[src/rtl/countdown_timer.sv]
// Loadable down-counter with a valid/ready load port, one-shot or periodic
// expiry, a registered one-cycle done pulse and a saturating expiry counter.
module countdown_timer #(
   parameter int WIDTH     = 8,
   parameter int EXP_WIDTH = 8
) (
   input  logic                 i_clk,
   input  logic                 i_reset_n,
   input  logic                 i_load_valid,
   output logic                 o_load_ready,
   input  logic [WIDTH-1:0]     i_load_value,
   input  logic                 i_auto_reload,
   input  logic                 i_enable,
   input  logic                 i_abort,
   output logic [WIDTH-1:0]     o_count,
   output logic                 o_busy,
   output logic                 o_done,
   output logic [EXP_WIDTH-1:0] o_expirations
);

   typedef enum logic {IDLE, RUN} state_t;

   state_t               r_state;
   state_t               w_nextState;
   logic [WIDTH-1:0]     r_count;
   logic [WIDTH-1:0]     w_nextCount;
   logic [WIDTH-1:0]     r_reload;
   logic [WIDTH-1:0]     w_nextReload;
   logic                 r_autoReload;
   logic                 w_nextAutoReload;
   logic                 r_done;
   logic                 w_nextDone;
   logic [EXP_WIDTH-1:0] r_expirations;
   logic [EXP_WIDTH-1:0] w_nextExpirations;
   logic                 w_loadAccept;
   logic [EXP_WIDTH-1:0] w_expIncremented;

   assign o_load_ready  = (r_state == IDLE) && !i_abort;
   assign w_loadAccept  = i_load_valid && o_load_ready;
   assign o_count       = r_count;
   assign o_busy        = (r_state == RUN);
   assign o_done        = r_done;
   assign o_expirations = r_expirations;

   assign w_expIncremented = (r_expirations == '1) ? r_expirations
                                                   : r_expirations + EXP_WIDTH'(1);

   always_ff @(posedge i_clk or negedge i_reset_n) begin
      if (!i_reset_n) begin
         r_state       <= IDLE;
         r_count       <= '0;
         r_reload      <= '0;
         r_autoReload  <= 1'b0;
         r_done        <= 1'b0;
         r_expirations <= '0;
      end else begin
         r_state       <= w_nextState;
         r_count       <= w_nextCount;
         r_reload      <= w_nextReload;
         r_autoReload  <= w_nextAutoReload;
         r_done        <= w_nextDone;
         r_expirations <= w_nextExpirations;
      end
   end

   // Abort outranks both decrement and expiry; expiry happens at 1 so the count never wraps.
   always_comb begin
      w_nextState       = r_state;
      w_nextCount       = r_count;
      w_nextReload      = r_reload;
      w_nextAutoReload  = r_autoReload;
      w_nextDone        = 1'b0;
      w_nextExpirations = r_expirations;
      unique case (r_state)
         IDLE: begin
            if (w_loadAccept) begin
               w_nextCount       = i_load_value;
               w_nextReload      = i_load_value;
               w_nextAutoReload  = i_auto_reload;
               w_nextExpirations = '0;
               if (i_load_value != '0) begin
                  w_nextState = RUN;
               end else begin
                  w_nextDone        = 1'b1;
                  w_nextExpirations = EXP_WIDTH'(1);
               end
            end
         end
         RUN: begin
            if (i_abort) begin
               w_nextState = IDLE;
               w_nextCount = '0;
            end else if (i_enable) begin
               if (r_count == WIDTH'(1)) begin
                  w_nextDone        = 1'b1;
                  w_nextExpirations = w_expIncremented;
                  if (r_autoReload) begin
                     w_nextCount = r_reload;
                  end else begin
                     w_nextCount = '0;
                     w_nextState = IDLE;
                  end
               end else begin
                  w_nextCount = r_count - WIDTH'(1);
               end
            end
         end
         default: begin
            w_nextState = IDLE;
         end
      endcase
   end

endmodule

[config.mk]
export PLATFORM = sky130hd
export DESIGN_NAME = countdown_timer
export DESIGN_NICKNAME = d
export VERILOG_FILES = /design/src/rtl/countdown_timer.sv
export SDC_FILE = /design/constraint.sdc
export NUM_CORES = 1
export LEC_CHECK = 0
export ABC_AREA = 1
export CAP_MARGIN = 10
export CORE_MARGIN = 2
export CORE_UTILIZATION = 30
export DETAILED_ROUTE_END_ITERATION = 7
export PLACE_DENSITY = 0.5
export SLEW_MARGIN = 20
export SYNTH_ARGS = -nofsm -noshare
export SYNTH_HDL_FRONTEND = slang
export SYNTH_SLANG_ARGS = --single-unit
[constraint.sdc]
create_clock -name i_clk -period 1.4 [get_ports i_clk]
set_input_delay 0.28 -clock i_clk [delete_from_list [all_inputs] [get_ports i_clk]]
set_output_delay 0.28 -clock i_clk [all_outputs]
set_load 0.03 [all_outputs]
# Yosys cells after proc, flatten, opt, wreduce, memory -nomap -nowiden

Index checks and enable logic that the tools add are counted.

Bits in registers: 27
Latch bits: 0
Memory bits (writable): 0
ROM bits: 0
Output and inout port bits: 19
Word-level logic and storage cells: 50
Memories kept: 0

$add $sub $neg: 2
Multipliers: 0
Divide/modulo/power cells: 0
$lt $le $gt $ge: 0
Equal/unequal tests: 8
Shifts and indexed selects: 0
Muxes and demuxes: 26
Bitwise operators: 1
Reduce and logical (&&, ||, !) cells: 7

Operators by type and width:

| kind                                                                    | number |
|---|---|
| 8-bit 2-to-1 mux                                                        | 10 |
| 8-bit case mux with 2 select lines                                      | 2 |
| 1-bit 2-to-1 mux                                                        | 12 |
| 8-bit by 1-bit adder with 8-bit output, second input constant           | 1 |
| 8-bit by 1-bit equality test with 1-bit output, second input constant   | 1 |
| 8-bit equality test, second input constant                              | 1 |
| 2-bit inequality test, second input constant                            | 4 |
| 8-bit nonzero test                                                      | 1 |
| 8-bit by 1-bit subtractor with 8-bit output, second input constant      | 1 |
| 5-bit AND reduction                                                     | 1 |
| 1-bit case mux with 2 select lines                                      | 2 |
| 2-bit AND reduction                                                     | 2 |
| 3-bit inequality test, second input constant                            | 1 |
| 1-bit logical AND                                                       | 2 |
| 2-bit by 1-bit inequality test with 1-bit output, second input constant | 1 |
| 1-bit zero test                                                         | 1 |
| 1-bit inverter                                                          | 1 |

# Depth between registers and ports, before layout

Depth after elaboration: 6
Gate-level depth with buffers: 8
Gate-level depth less buffers: 8

# Worst setup path before layout

No wires, ideal clock.

Path type: register -> register
Start point: reg r_state (netlist: o_busy)
End point: reg r_count[0] (netlist: o_count[0])
Setup time: 131 ps
Arrival: 1452 ps
Data required time: 1269 ps
Path slack: -183 ps
Stages on the path, launching flop included: 8
Clock period less this slack: 1583 ps
Cells stage by stage: dfrtp_1 > nor2_4 > nand2_8 > nand2_2 > inv_2 > buf_6 > a21oi_1 > a22oi_1

Word-level cells in the longest chain between the ends: 5

Ends and longest elaborated chain:

| what                            | line | text |
|---|---|---|
| start, declared                 | 23   | `state_t r_state;` |
| start signal, assigned          | 57   | `r_state <= w_nextState;` |
| 1-bit inverter (no line)        | --   |  |
| 1-bit logical AND               | 38   | `assign o_load_ready = (r_state == IDLE) && !i_abort;` |
| net o_load_ready                | 10   | `output logic o_load_ready,` |
| 1-bit logical AND               | 39   | `assign w_loadAccept = i_load_valid && o_load_ready;` |
| 2-bit inequality test (no line) | --   |  |
| 2-bit AND reduction (no line)   | --   |  |
| end signal, assigned            | 58   | `r_count <= w_nextCount;` |
| end, declared                   | 25   | `logic [WIDTH-1:0] r_count;` |

The timed path passes the listed nets, and every way through them passes these cells.
A chain may end at the register's enable or synchronous reset.

# Final worst setup path

Start point: reg r_expirations[0] (netlist: o_expirations[0])
End point: reg r_expirations[2] (netlist: o_expirations[2])

Word-level cells in the longest chain between the ends: 6

Ends and longest elaborated chain:

| what                                   | line | text |
|---|---|---|
| start, declared                        | 33   | `logic [EXP_WIDTH-1:0] r_expirations;` |
| start signal, assigned                 | 62   | `r_expirations <= w_nextExpirations;` |
| 8-bit by 1-bit adder with 8-bit output | 46   | `: r_expirations + EXP_WIDTH'(1);` |
| 8-bit 2-to-1 mux                       | 45   | `assign w_expIncremented = (r_expirations == '1) ? r_expirations` |
| 8-bit 2-to-1 mux                       | 94   | `if (r_count == WIDTH'(1)) begin` |
| 8-bit 2-to-1 mux                       | 93   | `end else if (i_enable) begin` |
| 8-bit 2-to-1 mux                       | 90   | `if (i_abort) begin` |
| 8-bit case mux with 2 select lines     | 74   | `unique case (r_state)` |

Several ways; a longest one is shown, not always the timed one. The select of a mux whose other input is x is not followed.

==> metrics <==
post-route minimum period 1.38 ns; most frequent cells in the layout nand2_1, buf_4, nand3_1, inv_1, dfrtp_1; Pleak between 1 and 1.5 nW; # DRC 0; Die Width around 79 um; number of hold buffers added after CTS 0; CP Capture Type flop; Post-Synthesis Cell Area roughly 1700 um2; Final Wtd Congestion roughly 0.76; WP data required between 1.5 and 2 ns; # Max-Cap Violations 0; post-DR wirelength/cell between 10 and 15 um; most common cell after layout, fill and taps aside nand2_1; share of layout cells above drive strength 1 35.8%; CORE AREA between 5000 and 6000 um2; Port Buf Inserts 32; final WL around 4700 um; Syn Area/Cell around 7.4 um2; status finished, final reports clean; pre-CTS setup slack -0.278 ns; htree depth 1; number of enable flip-flop cells after synthesis 0; setup TNS after final layout 0 ns; Clock Path Buffers 2; Fmax between 700 and 800 MHz; slew of the pin with the lowest slew margin ~0.36 ns; Hold WC Path Type in2async; Post-DRT Antenna Nets 0; Slew Viols, Final 0; clk sink count 27; final net count 328; total number of vias approximately 1800; Syn Inst Count between 200 and 250; Max VDD drop ~0.00042 V; Die Ht between 70 and 80 um; #FFs+latches synth 27; CP max stage cell dfrtp_2; Top FF cell, synth dfrtp_1; initial core utilization between 30% and 40%; Crit path top cell by count nand2_1; vias in the first global route between 1500 and 2000; initial antenna violation count 0; cell family with most CP delay simple AND/OR/NAND/NOR gates; Layout area overhead 53.7%; routed vias/inst 4.61; WP data arrival 1.56 ns; clk_lat worst skew 0.27 ns; DRC marker count from the first detailed-route iteration 77; Synthesis Warnings 0; GRT overflow 0; ant diodes 0; crit-path max cell delay between 0.4 and 0.5 ns; critical path peak fanout 8; TritonCTS buffer count 3; Clock Skew 0.00466 ns; Root Buffer clkbuf_8; Synth cell types 27; most area-consuming cells after synthesis dfrtp_1, nand2_1, nand3_1; CTS tree yes; Seq/Total Area, Yosys 39.7%; Final setup viols 0; CP startpoint kind flop; first-pass GRT wire length a little under 8000 um; pin count of the biggest net entering global routing 28; FP Rows 27; Final Hold Violating Endpoints 0; Post-synth ARST share between 90% and 100%; proportion of netlist area held by the largest area contributor around 40%; Pwr Density 1060 nW/um2; Mapped Nets approximately 250; Rel. slew slack between 70% and 80%; All-Layer GR Usage approximately 16%; share of the clock period used by the worst path 98.8%; First-pass DRT Iterations 4; # fillers around 580; die area 6290 um2; worst path buffer plus inverter count 0; Setup CP Type reg2reg; RSZ-0062 raised after global routing yes; Yosys top cell by area dfrtp_1; CP Cell Sequence ha_4 > nand3_2 > nand3b_1 > nand4_4 > nand2_4 > nand2_1 > nand2_1; number of primary I/O pins 33; Detail Placement HPWL ~3700 um; clock transition at the registers of the reported paths about 0.1 ns; Final WS setup around 0.016 ns
-- Yosys cell counts (2+ instances only) --
cell,instances
ha_1,3
nand2_1,68
xnor2_1,3
o21ai_0,14
inv_2,3
nand2_2,2
a21oi_1,18
nand4_1,4
nand3_1,24
nor2_4,4
inv_1,23
nand2_4,2
clkbuf_1,3
dfrtp_1,27
nor2_1,17
a22oi_1,3
-- repair_timing --
action / in CTS / in global routing
pin swaps: 5 / 4
gates resized for setup: 14 / 17
setup buffers: 3 / 2
endpoints found under the hold margin: 0 / 0
gates cloned: 1 / 0
setup endpoints to repair: 21 / 22
-- power breakdown --
part	switching (mW)	leakage, nW	internal [mW]
combinational	0.680	0.946	0.559
clock	0.255	0.0255	0.200
sequential	0.159	0.330	0.919
-- stage by stage --
stage,util [%],hold slack (ns),total power [mW],cells,area (um2)
floorplan,-,-0.0156,1.71,229,1750
CTS,46.6,0.357,2.73,380,2560
global placement,44.7,0.469,2.25,372,2460
detailed placement,44.7,0.474,2.26,372,2460
finish,47.5,0.354,2.77,382,2610
global route,47.5,0.378,2.96,382,2610
-- flip-flops by register name (all words and copies together), names as in the netlist --
register,count
o_count,8
o_expirations,8
r_reload,8
o_busy,1
o_done,1
r_autoReload,1
-- path summary, 6_finish.rpt --
| check | startpoint | endpoint | slack, ns | cells after the start |
|---|---|---|---|---|
| max | o_expirations[0] | o_expirations[2] | 0.02 | 7 |
| min | i_reset_n | o_expirations[4] | 0.35 | 2 |
| max reg2reg | o_expirations[0] | o_expirations[2] | 0.02 | 7 |
| min reg2reg | r_reload[3] | r_reload[3] | 0.49 | 2 |
| max in group asynchronous | i_reset_n | o_count[0] | 0.87 | 2 |
| min in group i_clk | r_reload[3] | r_reload[3] | 0.49 | 2 |
-- kinds of logic after synthesis --
kind of cell             share of synthesized area [%]
AND/OR/NAND/NOR                                   36.9
AO/OA/AOI/OAI                                     11.2
buffers and inverters                             7.28
flip-flops                                        39.7
XOR/XNOR                                          2.06
adder cells (fa/ha/maj)                           2.21
multiplexers                                     0.662
-- metal layers --
layer / routed length [um] / track usage [%] / vias to the layer above / part of all wire (%)
li1: - / - / 906 / -
met1: 2340 / 22.5 / 825 / 50
met2: 2200 / 25.3 / 25 / 47
met3: 114 / 1.70 / 4 / 2.4
met4: 67 / 5.34 / 0 / 1.4
met5: 0 / 0 / - / 0
-- layout make-up --
| cell class | instances | area (um2) | share of cell area (%) |
|---|---|---|---|
| well taps | 72 | 90.1 | 3.45 |
| multi-input cells | 172 | 1010 | 38.8 |
| clock buffers | 3 | 41.3 | 1.58 |
| clock inverters | 1 | 5.00 | 0.191 |
| flip-flops and latches | 27 | 686 | 26.2 |
| repair buffers | 81 | 678 | 25.9 |
| inverters | 26 | 100 | 3.83 |
(Power assumes the default switching activity.)
